## config.mk

```make
export PLATFORM = sky130hd
export DESIGN_NAME = add_sched
export DESIGN_NICKNAME = d
export VERILOG_FILES = /design/src/rtl/add_sched_pkg.sv /design/src/rtl/add_sched_rr_arb.sv /design/src/rtl/add_sched.sv
export SDC_FILE = /design/constraint.sdc
export NUM_CORES = 1
export LEC_CHECK = 0
export CAP_MARGIN = 20
export CORE_AREA = 4 4 308 310
export DETAILED_ROUTE_END_ITERATION = 12
export DIE_AREA = 0 0 312 314
export SKIP_LAST_GASP = 1
export SLEW_MARGIN = 20
export SYNTH_ARGS = -nofsm -noshare
export SYNTH_HDL_FRONTEND = slang
export SYNTH_SLANG_ARGS = --single-unit
```

## constraint.sdc

```tcl
create_clock -name clk -period 8.3 [get_ports clk]
set_clock_uncertainty 0.2 [all_clocks]
set_input_delay 1.66 -clock clk [delete_from_list [all_inputs] [get_ports clk]]
set_output_delay 1.66 -clock clk [all_outputs]
set_load 0.005 [all_outputs]
```

## src/rtl/add_sched_pkg.sv

```systemverilog
// Shared types for the add-unit round-robin scheduler.
package add_sched_pkg;

  localparam int ADD_ID_W   = 3;
  localparam int DEF_DATA_W = 64;

  typedef enum logic [2:0] {
    IDLE,
    ISSUE,
    WAIT,
    RSP,
    DRAIN
  } sched_state_e;

  typedef struct packed {
    logic [ADD_ID_W-1:0]   id;
    logic [DEF_DATA_W-1:0] data1;
    logic [DEF_DATA_W-1:0] data2;
  } cap_t;

endpackage

```

## src/rtl/add_sched_rr_arb.sv

```systemverilog
// Combinational round-robin picker: first set request at or above ptr.
module rr_arb
  import add_sched_pkg::*;
#(
  parameter int N = 4
) (
  input  logic [N-1:0]        req,
  input  logic [ADD_ID_W-1:0] ptr,
  input  logic                en,
  output logic [N-1:0]        gnt,
  output logic [ADD_ID_W-1:0] idx,
  output logic                any
);

  logic [N-1:0]      rot;
  logic [ADD_ID_W:0] s;

  // rot[o] is the request sitting o slots past the pointer
  assign rot = N'({req, req} >> ptr);

  always_comb begin
    any = 1'b0;
    idx = '0;
    s   = '0;
    for (int o = 0; o < N; o++) begin
      if (en && !any && rot[o]) begin
        any = 1'b1;
        s   = {1'b0, ptr} + (ADD_ID_W+1)'(o);
        if (s >= (ADD_ID_W+1)'(N))
          s = s - (ADD_ID_W+1)'(N);
        idx = s[ADD_ID_W-1:0];
      end
    end
    gnt = any ? (N'(1) << idx) : '0;
  end

endmodule

```

## src/rtl/add_sched.sv

```systemverilog
// Shares one add unit among NUM_REQ requesters, one op in flight,
// with response forwarding, timeout flush and id checking.
module add_sched
  import add_sched_pkg::*;
#(
  parameter int NUM_REQ = 4,
  parameter int DATA_W  = DEF_DATA_W,
  parameter int TIMEOUT = 16
) (
  input  logic                      clk,
  input  logic                      rst,
  input  logic [NUM_REQ-1:0]        req_valid,
  output logic [NUM_REQ-1:0]        req_ready,
  input  logic [NUM_REQ*DATA_W-1:0] req_data1,
  input  logic [NUM_REQ*DATA_W-1:0] req_data2,
  output logic                      rsp_valid,
  output logic [ADD_ID_W-1:0]       rsp_id,
  output logic [DATA_W-1:0]         rsp_data,
  input  logic                      rsp_ready,
  output logic                      add_req,
  output logic [ADD_ID_W-1:0]       add_req_id,
  output logic [DATA_W-1:0]         add_data1,
  output logic [DATA_W-1:0]         add_data2,
  input  logic                      add_rsp,
  input  logic [ADD_ID_W-1:0]       add_rsp_id,
  input  logic [DATA_W-1:0]         add_rsp_data,
  input  logic                      add_free,
  output logic                      grant,
  input  logic                      clr_err,
  output logic                      err_timeout,
  output logic                      err_id,
  output logic                      busy
);

  localparam int TW = $clog2(TIMEOUT + 1);

  sched_state_e state, nxt;
  cap_t cap;

  logic [ADD_ID_W-1:0] rr_ptr;
  logic [ADD_ID_W-1:0] win_idx;
  logic [NUM_REQ-1:0]  win_gnt;
  logic                win_any;
  logic                arb_en;
  logic [DATA_W-1:0]   win_d1;
  logic [DATA_W-1:0]   win_d2;
  logic [TW-1:0]       timer;
  logic                tmo;
  logic                id_bad;

  // rst gate keeps req_ready low while reset is held
  assign arb_en = (state == IDLE) && add_free && !rst;

  rr_arb #(.N(NUM_REQ)) u_arb (
    .req (req_valid),
    .ptr (rr_ptr),
    .en  (arb_en),
    .gnt (win_gnt),
    .idx (win_idx),
    .any (win_any)
  );

  always_comb begin
    win_d1 = '0;
    win_d2 = '0;
    for (int i = 0; i < NUM_REQ; i++) begin
      if (win_gnt[i]) begin
        win_d1 = req_data1[i*DATA_W +: DATA_W];
        win_d2 = req_data2[i*DATA_W +: DATA_W];
      end
    end
  end

  assign tmo = (state == WAIT) && !add_rsp
             && (timer == TW'(TIMEOUT - 1));
  assign id_bad = (state == WAIT) && add_rsp
                && (add_rsp_id != cap.id);

  always_comb begin
    nxt       = state;
    req_ready = win_gnt;
    add_req   = 1'b0;
    rsp_valid = 1'b0;
    grant     = 1'b0;
    unique case (state)
      IDLE:  if (win_any) nxt = ISSUE;
      ISSUE: begin
        add_req = 1'b1;
        nxt     = WAIT;
      end
      WAIT: begin
        if (add_rsp) begin
          nxt = RSP;
        end else if (tmo) begin
          grant = 1'b1;
          nxt   = DRAIN;
        end
      end
      RSP: begin
        rsp_valid = 1'b1;
        if (rsp_ready) begin
          grant = 1'b1;
          nxt   = DRAIN;
        end
      end
      DRAIN: if (add_free) nxt = IDLE;
      default: nxt = IDLE;
    endcase
  end

  always_ff @(posedge clk or posedge rst) begin
    if (rst) begin
      state       <= IDLE;
      rr_ptr      <= '0;
      cap         <= '0;
      timer       <= '0;
      err_timeout <= 1'b0;
      err_id      <= 1'b0;
    end else begin
      state <= nxt;
      if (win_any) begin
        cap.id    <= win_idx;
        cap.data1 <= DEF_DATA_W'(win_d1);
        cap.data2 <= DEF_DATA_W'(win_d2);
        rr_ptr    <= (win_idx == ADD_ID_W'(NUM_REQ - 1))
                   ? '0 : win_idx + 1'b1;
      end
      if (state == ISSUE)
        timer <= '0;
      else if (state == WAIT)
        timer <= timer + 1'b1;
      // a set event beats a simultaneous clear
      if (tmo)
        err_timeout <= 1'b1;
      else if (clr_err)
        err_timeout <= 1'b0;
      if (id_bad)
        err_id <= 1'b1;
      else if (clr_err)
        err_id <= 1'b0;
    end
  end

  assign rsp_id     = cap.id;
  assign rsp_data   = add_rsp_data;
  assign add_req_id = cap.id;
  assign add_data1  = DATA_W'(cap.data1);
  assign add_data2  = DATA_W'(cap.data2);
  assign busy       = (state != IDLE);

endmodule

```

==> impl_metrics.ini <==
[cts]
clk_path_buf_depth = 2
holdBufCountCts = 0
cts_made_buffers = 17
clock_latency_ns = 0.49
clkTransAtPathRegs_ns = 0.07
cts_tree = built
cts_max_level = 4
cts_resized = 0
cts_root_buf = clkbuf_16
clock-sinks = 144
postCtsSetupRepairBufs = 0

[global_route]
grt_overflow = 0
grt_pass1_wl_um = 85900
grtUsageTotal = 0.123
first_global_vias = 11400
grt_antenna_before_repair = 17
grt_start_max_net_pins = 153

[detailed_routing]
drcViolationCount = 0
wl_per_cell_um = 22.3
vias = 11000
routed_wl_um = 62600
firstDrtPassIters = 6
ant_nets = 0
drtIter0Drc = 615
vias_per_cell = 3.93

[run_status]
outcome = finished, final reports clean

[min_path]
hp-class = reg2reg
min_from = timer[3]

[timing]
fin_setup_tns_ns = 0
slew_violations = 0
fmax_ghz = 0.149
setup_violations = 0
period_needed_ns = 6.73
final.period_utilization = 0.811
rsz0062_at_grt = false
slew_headroom = 0.395
tightest_slew_ns = 0.908
hold_violations = 0

[finish]
final_nets = 2201
area_growth_pct = 78.3
fill_cells = 10100
fin_area_mm2 = 0.0185
drive_gt1_frac = 0.119

[synth]
synth_edf_count = 0
synth.avg_cell_area_um2 = 9.72
synth_area_mm2 = 0.0104
synth-main-ff-cell = dfrtp_1
synthCells = 1067
yosysSeqAreaShare = 0.347
yosysTopAreaCell = dfrtp_1
synth_top_area_frac = 0.347
synth.ff_latch_count = 144
yosysMostFrequentCell = dfrtp_1
synth_cell_types = 50
ys_warn_count = 0
synth_top_cells_by_area = dfrtp_1 (35%), a221oi_1 (11%), o31ai_1 (9.3%)
syn_nets = 1663
synthTopCellsByCount = dfrtp_1 (144), nand2_1 (137), nor2b_1 (131)
async_reset_ff_frac = 1.00

[place]
dp_hpwl_um = 50300
port_buffers = 668
dpl_cell_area_mm2 = 0.0178
place.gp.congestion = 0.820

[pwr]
ir_drop_mv = 0.151
p_leak_nw = 6.53
power.density_mw_per_mm2 = 262

[critical_path]
crit_chain = clkdlybuf4s50_1 > mux4_2 > nor3_1 > a22oi_1 > o21bai_1 > ha_4 > and2_1 > clkdlybuf4s50_1
r2r-start = rr_ptr[0]
r2r_cells = 11
endpoint_kind = output pin
crit_path_frequent_cell = clkdlybuf4s50_1
required_ns = 6.44
startpoint = req_valid[3]
crit_type = in2out
crit_end = req_ready[2]
cp_slowest_cell = mux4_2
startpoint_type = input pin
rr_endpoint = add_data1[51]
rrSetupSlack_ns = 3.64
crit_path_max_fanout = 20
cpPeakStageDelay_ns = 0.59
cp.arrival_ns = 4.87

[floorplanning]
die_area_mm2 = 0.0980
pin_count = 797
core_mm2 = 0.0917
die_h_um = 314
start_util = 0.113
num_rows = 111
die_w_um = 312

[run]
maxCapViolCount = 0
## layout make-up
cell class,instances,area [um2],share of cell area
Antenna cell,7,17.5,0.000947
Clock buffer,22,464,0.0251
Clock inverter,9,158,0.00853
Inverter,9,37.5,0.00203
Multi-Input combinational cell,745,5830,0.315
Sequential cell,144,3600,0.195
Tap cell,1186,1480,0.0803
Timing Repair Buffer,688,6900,0.373
## metal layers
layer | part of all wire | vias to the layer above | GRT usage
met4 | 0.026 | 6 | 0.0440
met1 | 0.41 | 5324 | 0.145
met3 | 0.10 | 90 | 0.0554
met5 | 0.00061 | - | 0
li1 | - | 5008 | -
met2 | 0.46 | 618 | 0.196
## registers in the layout, summed over array words and instances, names as in the netlist
name and count:
add_data1 64, add_data2 64, add_req_id 3, err_id 1, err_timeout 1, rr_ptr 3
state 3, timer 5
## worst max-delay path, delay by kind of cell
| family | cells | cell delay (ns) |
|---|---|---|
| buffers and inverters | 2 | 1.00 |
| and+or+nand+nor | 2 | 0.69 |
| muxes | 1 | 0.59 |
| AOI/OAI and AO/OA | 2 | 0.57 |
| adders and majority gates | 1 | 0.36 |
## worst min path at each step
stage,endpoint,slack [ns],cells after the start
after floorplan,timer[4],0.25,2
after global placement,timer[4],0.27,2
after detailed placement,timer[3],0.28,1
after CTS,timer[3],0.30,1
after global routing,add_data1[61],0.32,1
final,timer[3],0.29,1
## layout by cell type (no fill, tap or decap), drive strengths merged, types with 6 or more instances in the layout
cell type	count
nor2	12
dfrtp	144
o21ai	6
mux2	130
clkbuf	22
and2	6
ha	7
diode	7
nand2	137
a221oi	128
nor2b	131
nand2b	8
clkdlybuf4s50	668
o31ai	129
buf	20
inv	8
## where the power goes
part	total, mW	switching (mW)	internal, mW
Combinational	2.69	1.12	1.58
Sequential	1.28	0.234	1.04
Clock	0.877	0.360	0.517
## cell families after synthesis
kind of cell	share of synthesized area
flops	0.347
xor+xnor	0.00338
simple gates	0.160
fa+ha+maj	0.00845
mux	0.163
buf+inv	0.0951
compound gates	0.223
## through the flow
stage                     hold WS (ns)  utilization  std cells  setup slack [ns]  power [mW]
after floorplan                  0.250            -       1067             0.888        2.56
after detailed placement         0.284        0.195       2772              1.63        4.05
after global placement           0.267        0.195       2770              1.71        4.02
after global routing             0.318        0.202       2805              1.32        5.19
after CTS                        0.297        0.202       2803              1.62        4.98
final                            0.291        0.202       2810              1.57        4.85
No activity file was read; power rests on OpenSTA's default activity.
==> edit 1: new RTL, same settings <==
Register the output `err_id` once more, with the module's reset; this adds one clock of latency there. The other outputs are not delayed to match.
--- a/src/rtl/add_sched.sv
+++ b/src/rtl/add_sched.sv
@@ -33,6 +33,8 @@
 );
 
   localparam int TW = $clog2(TIMEOUT + 1);
+
+  logic err_id_s0;
 
   sched_state_e state, nxt;
   cap_t cap;
@@ -115,7 +117,7 @@
       cap         <= '0;
       timer       <= '0;
       err_timeout <= 1'b0;
-      err_id      <= 1'b0;
+      err_id_s0   <= 1'b0;
     end else begin
       state <= nxt;
       if (win_any) begin
@@ -135,9 +137,9 @@
       else if (clr_err)
         err_timeout <= 1'b0;
       if (id_bad)
-        err_id <= 1'b1;
+        err_id_s0 <= 1'b1;
       else if (clr_err)
-        err_id <= 1'b0;
+        err_id_s0 <= 1'b0;
     end
   end
 
@@ -148,5 +150,13 @@
   assign add_data2  = DATA_W'(cap.data2);
   assign busy       = (state != IDLE);
 
+  always_ff @(posedge clk or posedge rst) begin
+    if (rst) begin
+      err_id <= '0;
+    end else begin
+      err_id <= err_id_s0;
+    end
+  end
+
 endmodule
 
Check against the original RTL: not equivalent (Yosys sat finds a counterexample within 4 cycles, from zero or initial values and one cycle with rst high).
==> edit 1 against the original RTL <==
- first-iteration DRC count increased by 15%
- total power decreased by 1.5%
- synthesized area increased by 1.7%
- sequential share of layout area increased by 0.26 points
- wire length increased by 8.7%
- cell count increased by 9.0%
- setup slack got worse by 0.33 ns
- design area decreased by 0.65%
- sequential cell count increased by 1
- highest routed layer unchanged
==> edit 1: results (changes against the original RTL) <==
status=completed; initial antenna violation count=24 (+7); worst vdd ir=0.165 mV (+9.0%); FF-to-FF Start=rr_ptr[1]; M2 GR Usage=22.0% (+2.3 points); multi-input gate share of total cell area=31.3% (-0.19 points); register area share after synthesis=34.4% (-0.34 points); largest net degree at the start of global routing=141 (-7.8%); Antenna diodes=4 (-3); met3 WL=6620 um (+0.87%); Nets=2,456 (+12%); Total Wirelength=68,100 um (+8.7%); Seq power=1.22 mW (-5%); Avg Inst Size Synth=7.78 um2 (-20%); DR pass1 iterations=5 (-1); slowest stage delay, CP=0.56 ns (-0.03 ns); pre-CTS setup slack=1.12 ns (-0.505 ns); multiplexer share of the synthesized area=0.973% (-15 points); Critical-path top delay cell=clkdlybuf4s50_1; Adder-Cell Fraction of Synth Area=0.831% (-0.014 points); Distinct cells, synth=52 (+4.0%); Crit Reg-Reg Endpoint=add_data2[5]; Fillers=10,204 (+0.63%); clk tree area frac=3.24% (-0.13 points); Mapped Nets=1,951 (+17%); global-route wire length before repair=93,700 um (+9.2%); layout cells sized above 1=3.26% (-8.6 points); WL met2=31,600 um (+9.1%); Net Sw Frac=39.6% (+4.3 points); CP max FO=67 (+240%); Multi-Input Combinational=995 (+34%); Buffers, non-clock=684 (-0.58%); non-clk buf share=37.1% (-0.19 points); Met1 Wirelength=27,500 um (+8.3%); Clock net power=0.853 mW (-2.7%); met3 Usage GRT=5.71% (+0.18 points); hold slack=0.178 ns (-0.113 ns); Synth area leaders=dfrtp_1, nand2_1, o211a_1, o211ai_1, a21oi_1
==> edit 1: cell count changes in the layout (fill, tap and decap cells not counted), sizes merged, moves of 4 or more <==
cell    delta
o211ai   +126
o31ai    -129
mux2     -127
a21oi    +124
nand2b     -4
o211a    +126
nand2    +255
buf        -4
a211oi     -4
nor2b    -127
a221oi   -124
o21ai    +136
inv        +9
==> edit 1: worst max-delay path by stage <==
stage            startpoint           end  slack [ns]  cells after the start
2_1_floorplan           rst  req_ready[3]        0.91                      9
4_1_cts        req_valid[0]  req_ready[3]        1.13                     10
3_5_place_dp   req_valid[0]  req_ready[3]        1.12                     10
5_1_grt        req_valid[3]  req_ready[3]         1.0                     10
6_report       req_valid[0]  req_ready[3]        1.24                     10
3_3_place_gp   req_valid[3]  req_ready[3]        1.16                     10
==> edit 1: worst max-delay path, delay by kind of cell <==
kind | cells | cell delay, ns
fa+ha+maj | 1 | 0.56
simple gates | 3 | 0.65
compound gates | 2 | 0.34
buf+inv | 3 | 1.41
mux | 1 | 0.53
==> edit 2: new RTL, same settings <==
Made on the original files. The package constant `ADD_ID_W` goes from 3 to 6.
--- a/src/rtl/add_sched_pkg.sv
+++ b/src/rtl/add_sched_pkg.sv
@@ -1,7 +1,7 @@
 // Shared types for the add-unit round-robin scheduler.
 package add_sched_pkg;
 
-  localparam int ADD_ID_W   = 3;
+  localparam int ADD_ID_W   = 6;
   localparam int DEF_DATA_W = 64;
 
   typedef enum logic [2:0] {
Interface: changed (resized add_req_id, add_rsp_id and rsp_id); port bits go from 797 to 806. The function was not compared with the original's and may differ.
==> edit 2 against the original RTL <==
- wire length increased by 11%
- first-iteration DRC count increased by 54%
- critical path type unchanged
- total power decreased by 22%
- non-clock buffer count increased by 11
- sequential cell count increased by 6
- synthesized area increased by 5.5%
- clock power decreased by 2.5%
- design area increased by 2.7%
- critical path depth unchanged
- global-route usage increased by 1.3 points
- setup slack got worse by 0.29 ns
- die area unchanged
==> edit 2: results (changes against the original RTL) <==
global-route wire length before repair=96,500 um (+12%); Total Wirelength=69,700 um (+11%); status=completed; vias in the first global route=13,205 (+16%); Nets=2,523 (+15%); Top Family by Delay on Critical Path=simple AND/OR/NAND/NOR gates; leakage power=6.91 nW (+5.8%); DRT iter0 DRCs=945 (+54%); Via density=4.26 (+8.3%); most numerous cell types in the synthesized netlist=nand2_1, dfrtp_1, o21ai_0, o221ai_1, o211ai_1; Rel. slew slack=40.3% (+0.85 points); Critical-path top delay cell=nor4_2; DR pass1 iterations=8 (+2); GP Congestion=0.905 (+10%); Adder-Cell Fraction of Synth Area=2.06% (+1.2 points); Distinct cells, synth=71 (+42%); Synth Area in Compound Gates=29.2% (+6.9 points); multiplexer share of the synthesized area=1.74% (-15 points); slowest stage delay, CP=0.61 ns (+0.02 ns); CP max FO=23 (+15%); layout cells sized above 1=4.57% (-7.3 points); Synth area leaders=dfrtp_1, nand2_1, o221ai_1, o211ai_1, o21ai_0; initial antenna violation count=7 (-10); HPWL after DPL=54,100 um (+7.5%); register area share after synthesis=34.3% (-0.43 points); Tot GR Track Use=13.6% (+1.3 points); largest net degree at the start of global routing=111 (-27%); IO Port Bufs=677 (+1.3%); XOR/XNOR Fraction of Synth Area=1.68% (+1.3 points)
edit 2: changes by cell type after synthesis, moves of 22 or more:
cell	unedited run	this run
o31ai_1	129	2
nand2_1	137	402
buf_2	8	30
o21ai_0	6	132
o21ai_1	0	32
nor2b_1	131	4
a221oi_1	128	15
o221ai_1	0	95
mux2_2	75	4
o211ai_1	1	94
mux2_4	55	0
edit 2: layout make-up:
type	instances	area, um2
well taps	1186	1480
flip-flops and latches	150	3750
clock inverters	15	170
diodes	5	12.5
inverters	20	87.6
repair buffers	699	7000
clock buffers	17	425
fillers	10179	72700
multi-input cells	1025	6050
edit 2: kinds of logic (layout without fill, tap and decap cells):
group | after synthesis | in the layout
compound gates | 455 | 455
xor+xnor | 21 | 21
fa+ha+maj | 18 | 18
buf+inv | 212 | 751
flops | 150 | 150
mux | 16 | 16
other cells | 0 | 5
simple gates | 515 | 515
edit 2: power breakdown:
part | switching, mW | internal [mW] | total [mW]
sequential | 0.197 | 1.03 | 1.23
clock | 0.406 | 0.449 | 0.855
combinational | 0.758 | 0.961 | 1.72
total | 1.36 | 2.44 | 3.80
edit 2: metrics by stage:
stage                     hold WS (ns)  power (mW)  worst slack (ns)  std cells  instance area (um2)
after floorplan                  0.249        1.82              2.40       1387                10900
after global placement           0.259        2.96              1.30       3080                18400
after detailed placement         0.269        2.97              1.29       3080                18400
after CTS                        0.286        3.88              1.28       3112                19000
after global routing             0.311        4.06             0.959       3114                19000
final                            0.281        3.80              1.28       3117                19000
edit 2: path summary, 6_finish.rpt:
| kind | startpoint | end | slack, ns |
|---|---|---|---|
| worst max-delay path | rst | req_ready[0] | 1.28 |
| worst min-delay path | add_data1[5] | add_data1[5] | 0.28 |
| worst max register to register | rr_ptr[1] | rr_ptr[5] | 3.15 |
| worst min register to register | add_data1[5] | add_data1[5] | 0.28 |
| max in group asynchronous | rst | add_data1[8] | 5.34 |
| min in group asynchronous | rst | add_req_id[0] | 1.51 |
edit 2: tightest hold or removal path: cells and delay by family, from the launching register on:
kind	cells	cell delay, ns
flip-flops	1	0.34
AND/OR/NAND/NOR	1	0.04
AO/OA/AOI/OAI	1	0.06
edit 2: metal layers:
layer	vias to the layer above	wire (um)	GRT usage [%]
met5	-	0	0
met4	0	2830	6.20
met3	110	7500	5.58
met2	763	31500	21.4
met1	6365	27900	16.2
li1	6029	-	-
